### src/rtl/regfile_scoreboard.sv
// Integer register file with a write-back port, optional same-cycle write-to-read
// bypass, and a per-register busy scoreboard that stalls decode on pending producers.
module regfile_scoreboard #(
   parameter int XLEN     = 32,
   parameter int ADDR_W   = 5,
   parameter int BYPASS   = 1,
   parameter int ZERO_REG = 1
) (
   input  logic              CLK,
   input  logic              RESET_N,
   input  logic [ADDR_W-1:0] R1,
   input  logic [ADDR_W-1:0] R2,
   output logic [XLEN-1:0]   R1_data,
   output logic [XLEN-1:0]   R2_data,
   input  logic [ADDR_W-1:0] RD,
   input  logic [XLEN-1:0]   RD_DATA,
   input  logic              reg_write_enable,
   input  logic [ADDR_W-1:0] ISSUE_RD,
   input  logic              issue_enable,
   output logic              R1_busy,
   output logic              R2_busy,
   output logic              stall,
   output logic [ADDR_W:0]   busy_count
);

   localparam int NREGS = 2 ** ADDR_W;

   logic [XLEN-1:0]  regs [NREGS];
   logic [NREGS-1:0] busy;
   logic [NREGS-1:0] busy_nxt;
   logic [ADDR_W:0]  busy_cnt_q;
   logic [ADDR_W:0]  busy_cnt_nxt;

   logic rd_writable;
   logic issue_settable;
   logic r1_zero;
   logic r2_zero;
   logic r1_bypass;
   logic r2_bypass;

   // Index 0 is neither writable nor trackable when it is the hardwired zero register.
   assign rd_writable    = reg_write_enable && !((ZERO_REG != 0) && (RD == '0));
   assign issue_settable = issue_enable && !((ZERO_REG != 0) && (ISSUE_RD == '0));

   assign r1_zero   = (ZERO_REG != 0) && (R1 == '0);
   assign r2_zero   = (ZERO_REG != 0) && (R2 == '0);
   assign r1_bypass = (BYPASS != 0) && rd_writable && (RD == R1);
   assign r2_bypass = (BYPASS != 0) && rd_writable && (RD == R2);

   // Clear first, then set: an issue to the register completing this cycle keeps it busy.
   always_comb begin
      busy_nxt = busy;
      if (reg_write_enable) begin
         busy_nxt[RD] = 1'b0;
      end
      if (issue_settable) begin
         busy_nxt[ISSUE_RD] = 1'b1;
      end
   end

   always_comb begin
      busy_cnt_nxt = '0;
      for (int i = 0; i < NREGS; i++) begin
         busy_cnt_nxt = busy_cnt_nxt + {{ADDR_W{1'b0}}, busy_nxt[i]};
      end
   end

   always_ff @(posedge CLK or negedge RESET_N) begin
      if (!RESET_N) begin
         for (int i = 0; i < NREGS; i++) begin
            regs[i] <= '0;
         end
      end else if (rd_writable) begin
         regs[RD] <= RD_DATA;
      end
   end

   always_ff @(posedge CLK or negedge RESET_N) begin
      if (!RESET_N) begin
         busy       <= '0;
         busy_cnt_q <= '0;
      end else begin
         busy       <= busy_nxt;
         busy_cnt_q <= busy_cnt_nxt;
      end
   end

   always_comb begin
      R1_data = regs[R1];
      if (r1_bypass) begin
         R1_data = RD_DATA;
      end
      if (r1_zero) begin
         R1_data = '0;
      end
   end

   always_comb begin
      R2_data = regs[R2];
      if (r2_bypass) begin
         R2_data = RD_DATA;
      end
      if (r2_zero) begin
         R2_data = '0;
      end
   end

   // A producer completing this cycle is forwarded, so it no longer blocks the reader.
   assign R1_busy    = busy[R1] && !r1_bypass && !r1_zero;
   assign R2_busy    = busy[R2] && !r2_bypass && !r2_zero;
   assign stall      = R1_busy || R2_busy;
   assign busy_count = busy_cnt_q;

endmodule

### config.mk
export PLATFORM = sky130hd
export DESIGN_NAME = regfile_scoreboard
export DESIGN_NICKNAME = d
export VERILOG_FILES = /design/src/rtl/regfile_scoreboard.sv
export SDC_FILE = /design/constraint.sdc
export NUM_CORES = 2
export LEC_CHECK = 0
export ABC_AREA = 1
export CAP_MARGIN = 20
export CORE_ASPECT_RATIO = 0.75
export CORE_MARGIN = 8
export CORE_UTILIZATION = 40
export CTS_CLUSTER_SIZE = 14
export DETAILED_ROUTE_END_ITERATION = 10
export DONT_BUFFER_PORTS = 1
export MAX_ROUTING_LAYER = met4
export PLACE_DENSITY_LB_ADDON = 0.08
export SKIP_CTS_REPAIR_TIMING = 1
export SLEW_MARGIN = 15
export SYNTH_ARGS = -nofsm -noshare
export SYNTH_HDL_FRONTEND = slang
export SYNTH_SLANG_ARGS = --single-unit
### constraint.sdc
create_clock -name CLK -period 4.49 [get_ports CLK]
set_input_delay 0.6735 -clock CLK [delete_from_list [all_inputs] [get_ports CLK]]
set_output_delay 0.6735 -clock CLK [all_outputs]
set_load 0.02 [all_outputs]
* After elaboration in Yosys (flattened, before gate mapping) *
Cells that the tools add are included.

operators by class
  multiplexer cells = 23
  $lt $le $gt $ge = 10
  reduce and logical (&&, ||, !) cells = 22
  bitwise logic cells = 6
  add/subtract/negate cells = 31
  eq/ne operators = 2

operators with widths
  kind                number
  $bwmux 1024         1
  $mux 32             11
  $bmux 32 s5         2
  $demux 32 s5        1
  $add 6x1->6         26
  $and 32x32->32      1
  $not 32->32         1
  $or 32x32->32       1
  $lt 5x6->1 const B  4
  $logic_not 5->1     4
  $ge 6x6->1 const B  3
  $not 5->6           3
  $logic_and 1x1->1   11
  $bmux 1 s5          2
  $demux 1 s5         2
  $eq 5x5->1          2
  $ge 5x1->1 const B  2
  $add 5x1->6         1
  $logic_not 1->1     6
  $lt 6x1->1 const B  1
  $add 4x1->5         1
  $add 3x1->4         1
  $mux 1              4
  $add 2x1->3         1
  other kinds (2)     2

storage, ports and cells
  register bits after elaboration = 1062
  input bits = 56
  output and inout bits = 73
  logic and storage cells = 128

* Depth between registers and ports, before layout *
  depth after elaboration = 40
  depth in mapped cells = 24
  depth with buffers taken out = 21

* Worst setup path after synthesis *
Ideal clock, no wire load.

  path kind = input to register
  start = input RD[3]
  end = register busy_cnt_q[4], in the netlist busy_count[4]
  stages on the path = 21
  data arrival time = 5.800 ns
  path slack = -1.390 ns
  data required time = 4.411 ns
  path buffers = 2
  cell sequence = buf_4 nor3_1 inv_2 nor2_2 clkbuf_1 o22ai_1 fa_1 inv_1 fa_1 inv_1 fa_1 fa_1 inv_1 fa_1 inv_1 fa_1 ha_1 inv_1 fa_1 o21ai_0 xor2_1

RTL lines
  item                                                            RTL line  source
  from (decl)                                                     15        input logic [ADDR_W-1:0] RD,
  $lt 5x6->1 (implied by the code) or $ge 5x1->1 (tied branches)  54        busy_nxt[RD] = 1'b0;
  $logic_and 1x1->1 (implied by the code)                         54
  $mux 1 (implied by the code)                                    54
  $demux 1 s5 *                                                   54
  $not 32->32 (no line) *                                         --
  $and 32x32->32 (no line) *                                      --
  $mux 32 *                                                       53        if (reg_write_enable) begin
  $or 32x32->32 (no line)                                         --
  $mux 32 *                                                       56        if (issue_settable) begin
  net busy_nxt[17]                                                30        logic [NREGS-1:0] busy_nxt;
  $add 6x1->6 * (15 in a row)                                     64        busy_cnt_nxt = busy_cnt_nxt + {{ADDR_W{1'b0}}, busy_nxt[i]};
  net busy_cnt_nxt[4]                                             32        logic [ADDR_W:0] busy_cnt_nxt;
  to (signal assigned)                                            84        busy_cnt_q <= busy_cnt_nxt;
  to (decl)                                                       31        logic [ADDR_W:0] busy_cnt_q;

The timed path passes the listed nets; every way through them passes the cells marked *.
A chain may end at the register's enable or synchronous reset.

* Final worst setup path *
  start = input reg_write_enable
  end = register busy_cnt_q[2], in the netlist busy_count[2]

RTL lines
  item                         RTL line  source
  from (decl)                  17        input logic reg_write_enable,
  $mux 32 *                    53
  $or 32x32->32 (no line)      --
  $mux 32 *                    56
  net busy_nxt[21]             30
  $add 6x1->6 * (11 in a row)  64
  net busy_cnt_nxt[2]          32

Marked as above.

==> metrics.txt <==
status finished, violations left; failing checks hold timing, slew limit, setup timing; Comb power frac 30.6%; most instantiated library cell after synthesis nand2_1; nets 8,154; Rel. slew slack -33.03%; worst path bufs/invs 9; Syn Nets roughly 8,500; cell taking the most area after synthesis dfrtp_1; CP peak stage delay 550 ps; PortBufs 0; antenna viol nets, final 0; sequential element share of the synthesized area ~44%; initial antenna violation count 4; Synth Area in Simple Gates roughly 27%; sequential share of power 38.4%; DRC Markers 0; Syn Area/Cell 7.164 um2; post-synthesis xor/xnor area fraction 0.1301%; Yosys top cell area share 43.86%; largest net degree at the start of global routing 827; H-tree levels 3; CTS max path bufs 3; Setup TNS -1480 ps; share of layout cells above drive strength 1 7.574%; first-pass iteration count of the detailed router 9; Worst VDD drop 1.376 mV; dpl hpwl 135,600 um; fmax 208.5 MHz; final hold slack -36.84 ps; worst path required time 5140 ps; clock sink total 1,062; core area around 0.15 mm2; area added between synthesis and finish 9.919%; Max Cap Viol 0; Final Hold Viols 14; design area 0.06661 mm2; vias in the first global route 54,484; total CTS buffers 118; Die X 465.4 um; CTS clk-pin slew, worst paths 60 ps; Mapped Cells 8,458; synth warn 0; Critical Path AT 5450 ps; Seq cells post-synth 1,062; slowest CP cell fa_1; Final Max Slew Viols 408; Worst-Skew Late Latency approximately 770 ps; Int Pwr 22.06 mW; Die Y between 300 and 400 um; complex-gate fraction of the synthesized area between 10% and 20%; Worst-Margin Slew between 1500 and 2000 ps; Routability Congestion between 0.8 and 0.9; die area 0.1643 mm2; GRT Util Overall 31.87%; CP delay by family, top adder cells; sw frac 33.87%; Period minus WS final 4797 ps; Synth async-reset ratio 100.0%; startpoint class of the critical path input pin; cell area after synthesis 0.06060 mm2; Clk pwr share 31.1%; placed cell areas 0.06211 mm2; DR vias/cell 5.806; Setup WS pre-CTS -1150 ps; Synth Area in Adders 0.9374%; Cell variety after synth 37; cells along the critical path clkinvlp_4 > nor3_2 > inv_2 > buf_6 > nor2_4 > o22ai_4 > fa_1 > inv_1 > fa_1 > inv_2 > fa_2 > fa_1 > inv_1 > fa_1 > inv_2 > fa_2 > ha_4 > inv_2 > fa_2 > buf_4 > xnor2_2; most frequent cells after synthesis nand2_1 (2,531), o21ai_0 (1,293), nand3_1 (1,092), dfrtp_1 (1,062), inv_1 (570); Rows 123; Setup WS post-layout -306.9 ps; Pleak 30.29 nW; largest cells by area after synthesis dfrtp_1 (44%), nand2_1 (16%), o21ai_0 (11%); Starting Density 40.34%; first-pass GRT wire length roughly 390,000 um; period utilization 106.8%; filler cell count approximately 15,000; multiplexer share of the synthesized area 0%; Initial DRC Count 8,228; pwr/cell area 500.8 mW/mm2; RSZ-0062 raised after global routing yes; CTS tree done; Critical Path End Type flip-flop; EDFF count, synth 0; crit-path max FO 4; CP Class in2reg; Final setup viols 7; sw power 11.30 mW; Root Driver clkbuf_16; main combinational cell family by area after synthesis simple AND/OR/NAND/NOR gates; grt total ovfl 0; Reg-to-Reg Start busy[21]; via count between 50,000 and 60,000; Detailed Route WL 264,300 um; boundary pin count ~130; Top FF cell, synth dfrtp_1; Worst Hold Class in2async; Critical Path Start reg_write_enable; Final Skew 11.44 ps; WL per Instance roughly 26 um
-- per-stage QoR --
step	util [%]	cells	total power, mW	hold slack, ps
final	44.34	10160	33.36	-36.84
after global routing	44.34	10160	35.60	-0.5567
after CTS	44.03	10135	32.78	-421.1
after detailed placement	41.35	9923	22.39	371.9
after global placement	41.33	9922	22.23	370.2
after floorplan	-	8458	19.54	377.9
-- path summary, 6_finish.rpt --
path	endpoint	slack, ps	depth (start not counted)
max in group asynchronous	regs[697]	1180	6
hold reg to reg	regs[998]	390	0
setup / recovery	busy_count[2]	-310	21
hold / removal	regs[978]	-40	1
setup reg to reg	busy_count[2]	-240	17
min in group CLK	regs[392]	20	2
-- kinds of logic after synthesis --
group / count (synthesis)
xor+xnor: 9
flops: 1062
simple gates: 3911
buf+inv: 1370
fa+ha+maj: 31
compound gates: 2075
-- cells in the final DEF, fill, tap and decap left out, types with 3 or more instances in the layout --
master / instances
nand2_1: 2528
o21ai_0: 1291
nand3_1: 1092
dfrtp_1: 1062
inv_1: 545
a21oi_1: 393
o211ai_1: 235
buf_4: 187
nor2_1: 185
clkbuf_16: 120
o21ai_1: 100
buf_12: 44
inv_2: 41
or2_2: 37
clkbuf_8: 37
clkinv_2: 30
nor2_4: 25
o21ai_2: 21
clkbuf_1: 20
fa_1: 19
nand3b_1: 13
buf_16: 13
a21boi_0: 12
o22ai_1: 11
bufinv_16: 10
nor3_2: 9
nor3_1: 8
dlygate4sd3_1: 8
o22ai_2: 7
ha_1: 6
xnor2_1: 5
fa_2: 5
nand4_1: 4
inv_6: 4
inv_8: 3
inv_4: 3
xor2_1: 3
nor3_4: 3
-- power groups by stage --
| stage | Sequential, mW | Combinational, mW | Clock, mW |
|---|---|---|---|
| after floorplan | 12.6 | 6.93 | 0 |
| after global placement | 12.9 | 9.35 | 0 |
| after detailed placement | 12.9 | 9.48 | 0 |
| after CTS | 12.8 | 9.52 | 10.5 |
| after global routing | 13.0 | 11.7 | 10.9 |
| final | 12.8 | 10.2 | 10.4 |
-- sequential cells by signal (all words and copies together), names as in the netlist --
register and count:
regs 1024, busy 32, busy_count 6
-- metal layers --
| metal | track usage, % | part of all wire, % | wire length [um] |
|---|---|---|---|
| met5 | - | 0 | 0 |
| met2 | 47.10 | 43 | 114000 |
| met1 | 44.45 | 44 | 116500 |
| met3 | 5.256 | 8.8 | 23280 |
| met4 | 10.84 | 4.0 | 10460 |
-- final cells by class --
class	instances	area, um2	area share, %
antenna	1	2.502	0.003757
clock buffer	176	3562	5.348
clock inverter	36	466.7	0.7007
inverter	605	2327	3.494
multi-input combinational	6026	28410	42.66
sequential	1062	26580	39.90
tap	2000	2502	3.757
timing repair buffer	254	2759	4.142
-- worst register-to-register path, stage by stage (launching register included) --
cell and delay, ps:
dfrtp_1 370, inv_1 120, o22ai_4 100, fa_1 550, inv_1 50, fa_1 500, inv_2 40, fa_2 430
fa_1 540, inv_1 50, fa_1 490, inv_2 40, fa_2 550, ha_4 130, inv_2 40, fa_2 340
buf_4 150, xnor2_2 130
No activity file was read; power rests on OpenSTA's default activity.
